--- src/rtl/grey_wptr_ctrl_if.sv ---
// Producer / RAM-write / synchronizer-facing signal bundle of the FIFO write-pointer controller.
// The "slave" side is the controller; the "master" side is the producer and read-pointer source.
interface grey_wptr_ctrl_if #(
  parameter int DEPTH_LOG2 = 2
);
  localparam int P = DEPTH_LOG2 + 1;

  logic                  push_valid_i;
  logic                  push_ready_o;
  logic                  wr_en_o;
  logic [DEPTH_LOG2-1:0] wr_addr_o;
  logic [P-1:0]          wptr_grey_o;
  logic [P-1:0]          rptr_grey_i;
  logic                  full_o;
  logic [P-1:0]          level_o;
  logic                  overflow_o;
  logic                  ptr_err_o;

  modport master (
    output push_valid_i,
    output rptr_grey_i,
    input  push_ready_o,
    input  wr_en_o,
    input  wr_addr_o,
    input  wptr_grey_o,
    input  full_o,
    input  level_o,
    input  overflow_o,
    input  ptr_err_o
  );

  modport slave (
    input  push_valid_i,
    input  rptr_grey_i,
    output push_ready_o,
    output wr_en_o,
    output wr_addr_o,
    output wptr_grey_o,
    output full_o,
    output level_o,
    output overflow_o,
    output ptr_err_o
  );
endinterface

--- src/rtl/grey_wptr_ctrl.sv ---
// Write-domain pointer controller for a CDC FIFO: binary/Grey write pointer, full/level
// derived from the synchronized Grey read pointer, overflow pulse and sticky overtake flag.
module grey_wptr_ctrl #(
  parameter int DEPTH_LOG2 = 2
) (
  input  logic            clk_i,
  input  logic            rst_ni,
  grey_wptr_ctrl_if.slave bus
);
  localparam int P = DEPTH_LOG2 + 1;
  localparam logic [P-1:0] DEPTH = P'(2 ** DEPTH_LOG2);

  // Pointer widths outside 2..4 are not supported by the Grey decoder.
  generate
    if (DEPTH_LOG2 < 1 || DEPTH_LOG2 > 3) begin : g_illegal_depth
      PanicModule u_panic ();
    end
  endgenerate

  function automatic logic [P-1:0] grey_decode(input logic [P-1:0] grey);
    logic [P-1:0] bin;
    bin[P-1] = grey[P-1];
    for (int i = P - 2; i >= 0; i--) begin
      bin[i] = bin[i+1] ^ grey[i];
    end
    return bin;
  endfunction

  logic [P-1:0] wbin_q;
  logic [P-1:0] wgrey_q;
  logic [P-1:0] rbin_q;
  logic         err_q;

  logic [P-1:0] rbin_now;
  logic [P-1:0] wbin_next;
  logic [P-1:0] wgrey_next;
  logic [P-1:0] level;
  logic [P-1:0] lead;
  logic         full;
  logic         ready;
  logic         accept;

  assign rbin_now  = grey_decode(bus.rptr_grey_i);
  assign wbin_next = wbin_q + P'(1);

  genvar gi;
  generate
    for (gi = 0; gi < P - 1; gi++) begin : g_grey_enc
      assign wgrey_next[gi] = wbin_next[gi] ^ wbin_next[gi+1];
    end
  endgenerate
  assign wgrey_next[P-1] = wbin_next[P-1];

  // Level uses the registered read pointer, so a read only frees space one cycle late.
  assign level  = wbin_q - rbin_q;
  assign full   = (level == DEPTH);
  assign ready  = !full && !err_q;
  assign accept = bus.push_valid_i && ready;

  // Overtake check looks at the fresh read pointer so the error lands on the next edge.
  assign lead = wbin_q - rbin_now;

  always_ff @(posedge clk_i or negedge rst_ni) begin
    if (!rst_ni) begin
      wbin_q  <= '0;
      wgrey_q <= '0;
      rbin_q  <= '0;
      err_q   <= 1'b0;
    end else begin
      rbin_q <= rbin_now;
      if (accept) begin
        wbin_q  <= wbin_next;
        wgrey_q <= wgrey_next;
      end
      if (lead > DEPTH) begin
        err_q <= 1'b1;
      end
    end
  end

  assign bus.push_ready_o = ready;
  assign bus.wr_en_o      = accept;
  assign bus.wr_addr_o    = wbin_q[DEPTH_LOG2-1:0];
  assign bus.wptr_grey_o  = wgrey_q;
  assign bus.full_o       = full;
  assign bus.level_o      = level;
  assign bus.overflow_o   = bus.push_valid_i && full && !err_q;
  assign bus.ptr_err_o    = err_q;
endmodule

// Empty module elaborated only for unsupported pointer widths.
module PanicModule;
endmodule

--- src/flat_wrapper.sv ---
// flat-port wrapper written by rule: the top's interface ports become plain ports
module grey_wptr_ctrl_flat 
#(
  parameter int DEPTH_LOG2 = 2
)
  (clk_i, rst_ni, bus_push_valid_i, bus_rptr_grey_i, bus_push_ready_o, bus_wr_en_o, bus_wr_addr_o, bus_wptr_grey_o, bus_full_o, bus_level_o, bus_overflow_o, bus_ptr_err_o);
  grey_wptr_ctrl_if #(.DEPTH_LOG2(DEPTH_LOG2)) bus_i ();
  input  logic clk_i;
  input  logic rst_ni;
  input wire logic [$bits(bus_i.push_valid_i)-1:0] bus_push_valid_i;
  input wire logic [$bits(bus_i.rptr_grey_i)-1:0] bus_rptr_grey_i;
  output wire logic [$bits(bus_i.push_ready_o)-1:0] bus_push_ready_o;
  output wire logic [$bits(bus_i.wr_en_o)-1:0] bus_wr_en_o;
  output wire logic [$bits(bus_i.wr_addr_o)-1:0] bus_wr_addr_o;
  output wire logic [$bits(bus_i.wptr_grey_o)-1:0] bus_wptr_grey_o;
  output wire logic [$bits(bus_i.full_o)-1:0] bus_full_o;
  output wire logic [$bits(bus_i.level_o)-1:0] bus_level_o;
  output wire logic [$bits(bus_i.overflow_o)-1:0] bus_overflow_o;
  output wire logic [$bits(bus_i.ptr_err_o)-1:0] bus_ptr_err_o;
  assign bus_i.push_valid_i = bus_push_valid_i;
  assign bus_i.rptr_grey_i = bus_rptr_grey_i;
  assign bus_push_ready_o = bus_i.push_ready_o;
  assign bus_wr_en_o = bus_i.wr_en_o;
  assign bus_wr_addr_o = bus_i.wr_addr_o;
  assign bus_wptr_grey_o = bus_i.wptr_grey_o;
  assign bus_full_o = bus_i.full_o;
  assign bus_level_o = bus_i.level_o;
  assign bus_overflow_o = bus_i.overflow_o;
  assign bus_ptr_err_o = bus_i.ptr_err_o;
  grey_wptr_ctrl #(.DEPTH_LOG2(DEPTH_LOG2)) u_core (.clk_i(clk_i), .rst_ni(rst_ni), .bus(bus_i));
endmodule
--- config.mk ---
export PLATFORM = sky130hd
export DESIGN_NAME = grey_wptr_ctrl_flat
export DESIGN_NICKNAME = d
export VERILOG_FILES = /design/src/rtl/grey_wptr_ctrl_if.sv /design/src/rtl/grey_wptr_ctrl.sv /design/src/flat_wrapper.sv
export SDC_FILE = /design/constraint.sdc
export NUM_CORES = 1
export LEC_CHECK = 0
export BUFFER_PORTS_ARGS = -buffer_cell sky130_fd_sc_hd__buf_2
export CORE_MARGIN = 5
export CORE_UTILIZATION = 27
export CTS_BUF_LIST = sky130_fd_sc_hd__clkbuf_4
export DETAILED_ROUTE_END_ITERATION = 8
export MAX_ROUTING_LAYER = met4
export PLACE_DENSITY = 0.57
export SKIP_CTS_REPAIR_TIMING = 1
export SYNTH_ARGS = -nofsm -noshare
export SYNTH_HDL_FRONTEND = slang
export SYNTH_SLANG_ARGS = --single-unit
--- constraint.sdc ---
create_clock -name clk_i -period 2.58 [get_ports clk_i]
set_input_delay 0.258 -clock clk_i [delete_from_list [all_inputs] [get_ports clk_i]]
set_output_delay 0.258 -clock clk_i [all_outputs]
set_load 0.02 [all_outputs]
# Yosys cells after proc, flatten, opt, wreduce, memory -nomap -nowiden
# Cells that the tools add are included.
[classes]
add_sub_neg = 3
reduce_logical = 6
eq_ne = 1
order_cmp = 1
bitwise_logic = 4
[op_table]
columns = ["cell", "count"]
rows = [
  ["$sub 3x3->3", 2],
  ["$logic_and 1x1->1", 4],
  ["$xor 1x1->1", 4],
  ["$add 3x1->3 const B", 1],
  ["$eq 3x3->1 const B", 1],
  ["$gt 3x3->1 const B", 1],
  ["$logic_not 1->1", 2],
]
[totals]
regBits = 10
out_inout_bits = 13
elab_cells = 19

# Longest topological paths before layout
[logic_depth]
depth_word = 5
depth_mapped = 8

# Least setup slack after synthesis
# Ideal clock, no wire load.
[synth_timing]
kind = "reg2out"
startpoint = "reg u_core.wbin_q[0]"
endpoint = "out bus_overflow_o"
path_slack_ns = 0.042
n_path_buf = 0
stages_incl_launch_ff = 7
arrival_time_ns = 2.280
path_cell_list = "dfrtp_1 > inv_1 > ha_1 > fa_1 > xnor3_2 > nor2_1 > and2_1"
[synth_between]
elab_chain_len = 4
[synth_lines]
columns = ["element", "line", "source"]
rows = [
  ["start: declaration", "grey_wptr_ctrl.sv:29", "logic [P-1:0] wbin_q;"],
  ["start signal: assignment", "grey_wptr_ctrl.sv:72", "wbin_q <= wbin_next;"],
  ["$sub 3x3->3", "grey_wptr_ctrl.sv:55", "assign level = wbin_q - rbin_q;"],
  ["$eq 3x3->1", "grey_wptr_ctrl.sv:56", "assign full = (level == DEPTH);"],
  ["named net bus_full_o", "flat_wrapper.sv:16", "output wire logic [$bits(bus_i.full_o)-1:0] bus_full_o;"],
  ["$logic_and 1x1->1 (2 in series)", "grey_wptr_ctrl.sv:87", "assign bus.overflow_o = bus.push_valid_i && full && !err_q;"],
  ["end: declaration", "flat_wrapper.sv:18", "output wire logic [$bits(bus_i.overflow_o)-1:0] bus_overflow_o;"],
]
# The timed path passes the listed nets, and every way through them passes these cells.

# Worst setup path in the final report
[layout_timing]
startpoint = "reg u_core.wbin_q[0]"
endpoint = "out bus_overflow_o"
[layout_between]
elab_chain_len = 4
[layout_lines]
columns = ["element", "line"]
rows = [
  ["$sub 3x3->3", "grey_wptr_ctrl.sv:55"],
  ["$eq 3x3->1", "grey_wptr_ctrl.sv:56"],
  ["$logic_and 1x1->1 (2 in series)", "grey_wptr_ctrl.sv:87"],
]
# Every way passes these cells.

==> results.cfg <==
[sta]
setup_slack_ps = 113.9
clock_skew_ps = 2.685
setup_total_negative_slack_ps = 0
slew_headroom = 0.7521
finalCritPeriodShare = 0.9558
worstMarginPinSlew_ps = 369.2
setup_viol_count_final = 0
drv_slew = 0
whs_ps = 148.3
rsz0062_at_grt = false
fmaxAchievable_ghz = 0.4055
final_hold_viol_count = 0
min_period_ps = 2466

[routing]
drc = 0
drtIter0Drc = 5
drt-total-wl_mm = 1.021
drtPass1Iterations = 3
routed_via_density = 4.011
ant_nets = 0
vias = 377
avgRoutedWirePerCell_um = 10.86

[die]
dieArea_mm2 = 0.003002
coreArea_mm2 = 0.001942
die_width_um = 54.80
die_h_um = 54.80
initial_core_util = 0.2790
placementRows = 16
io_pins = 19

[critical_path]
slowest_stage = xnor3_2
rrSetupSlack_ps = 390
worstPathArrival_ps = 2210
crit_buf_inv = 2
path_cells = inv_1, ha_1, fa_1, xnor3_2, nor2_2, and2_1, buf_2
path_delay_family = adder cells
cp-start-kind = flip-flop
path_class = flip-flop to output port
end_kind = output port
crit_path_max_incr_delay_ps = 450
path_max_fanout = 5
crit_required_ps = 2320

[power_and_ir_drop]
clkPwrFrac = 0.168
seqPwrFrac = 0.277
combPwrFrac = 0.556
p_leak_nw = 0.3575
p_sw_mw = 0.3169
switching_share = 0.4319
powerDensity_mw_per_mm2 = 1051
p_int_mw = 0.4169
vdd_drop_max_mv = 0.4819

[clock_tree]
cts_tree = built
cts_sinks = 9
clkSlewWorstSetupHoldPaths_ps = 60
clk_path_buf_depth = 2
clk_latency_ps = 260
htree_levels = 1
cts-buffers-inserted = 3
root_buffer = clkbuf_4

[synth]
synth_seq_area_share = 0.4157
synthCells = 45
ys_ff_latch = 9
yosys_warnings = 0
syn-cell-area_um2 = 541.8
avgSynthCellArea_um2 = 12.04
synth_nets = 56
synth_cell_type_count = 17

[layout]
final_core_util = 0.3595
antenna_cells = 0
syn2layout_area_growth_pct = 28.87
final_nets = 79
fillCellCount = 208
drive_gt1_frac = 0.4328

[global_route]
antenna_found_initial = 0
grt_pass1_wl_mm = 1.787
grt_use_total = 0.09160
grt_max_degree = 10
grt-ovfl-total = 0
grt_pass1_vias = 395

[place]
dp_hpwl_um = 817.5
gp_congestion = 0.6443
pre_cts_ws_ps = 315.9
portBuffers = 18

[min_path]
hp-class = primary input to flip-flop

[outcome]
outcome = completed

[job]
cap_violations = 0
==> synthesized netlist by cell type, drive strengths merged <==
master,number,share of area
nand2,1,0.0069
o21ai,1,0.030
xor2,1,0.016
dfrtp,9,0.42
a21o,1,0.014
nor2b,1,0.012
nor2,2,0.014
nand2b,1,0.012
xnor2,8,0.13
buf,1,0.021
and2,1,0.012
xnor3,1,0.044
ha,3,0.069
inv,8,0.055
fa,2,0.074
o211ai,1,0.014
mux2,3,0.062
==> metal layers <==
metal	track usage	part of all wire	wire length [um]
met5	-	0	0
met4	0.07469	0.014	14
met3	0.03542	0.066	67
met2	0.1122	0.43	440
met1	0.1154	0.49	498
==> path summary, 6_finish.rpt <==
check | end | start | cells past startpoint
worst max register to register | u_core.bus.wptr_grey_o[0]$_DFFE_PN0P_ | u_core.wbin_q[0]$_DFFE_PN0P_ | 6
min in group asynchronous | u_core.rbin_q[0]$_DFF_PN0_ | rst_ni | 2
worst min register to register | u_core.bus.wptr_grey_o[0]$_DFFE_PN0P_ | u_core.bus.wptr_grey_o[0]$_DFFE_PN0P_ | 1
worst min-delay path | u_core.rbin_q[2]$_DFF_PN0_ | bus_rptr_grey_i[2] | 1
max in group asynchronous | u_core.wbin_q[0]$_DFFE_PN0P_ | rst_ni | 2
worst max-delay path | bus_overflow_o | u_core.wbin_q[0]$_DFFE_PN0P_ | 7
==> power groups by stage <==
stage | logic (mW) | clock network [mW] | registers, mW
6_report | 0.408 | 0.123 | 0.203
3_3_place_gp | 0.403 | 0 | 0.205
4_1_cts | 0.408 | 0.126 | 0.203
3_5_place_dp | 0.404 | 0 | 0.205
5_1_grt | 0.461 | 0.137 | 0.210
2_1_floorplan | 0.267 | 0 | 0.234
==> state kept, by name (all words and copies together), names as in the netlist <==
name / count
u_core.bus.wptr_grey_o: 3
u_core.rbin_q: 3
u_core.wbin_q: 2
u_core.bus.ptr_err_o: 1
==> worst register-to-register path: cells and delay by family (launching register included) <==
kind | cells | cell delay (ps)
multiplexers | 1 | 360
AO/OA/AOI/OAI | 1 | 220
adder cells (fa/ha/maj) | 2 | 570
XOR/XNOR | 1 | 450
flip-flops | 1 | 410
buffers and inverters | 1 | 80
==> cell usage in the layout, fill, tap and decap left out, types with 2 or more instances in the layout <==
cell	count
ha_1	3
fa_1	2
buf_2	18
mux2_2	3
clkbuf_4	4
inv_1	8
dfrtp_1	8
xnor2_1	8
==> metrics by stage <==
| step | std cells | total power [mW] | area [um2] |
|---|---|---|---|
| floorplan | 45 | 0.5006 | 541.8 |
| finish | 94 | 0.7338 | 698.2 |
| detailed placement | 89 | 0.6092 | 654.4 |
| global route | 94 | 0.8075 | 698.2 |
| global placement | 89 | 0.6083 | 654.4 |
| CTS | 93 | 0.7367 | 684.4 |
==> cell type report <==
type	count	area (um2)	share of cell area
Multi-Input combinational cell	27	277.8	0.3978
Clock buffer	4	30.03	0.04301
Tap cell	27	33.78	0.04839
Sequential cell	9	226.5	0.3244
Inverter	8	30.03	0.04301
Timing Repair Buffer	19	100.1	0.1434
==> logic make-up after synthesis <==
| family | after synthesis | synth area share |
|---|---|---|
| AO/OA/AOI/OAI | 3 | 0.05776 |
| adder cells (fa/ha/maj) | 5 | 0.1432 |
| multiplexers | 3 | 0.06235 |
| buffers and inverters | 9 | 0.07621 |
| XOR/XNOR | 10 | 0.1894 |
| flip-flops | 9 | 0.4157 |
| AND/OR/NAND/NOR | 6 | 0.05545 |
Power figures use the tool's default switching activity.
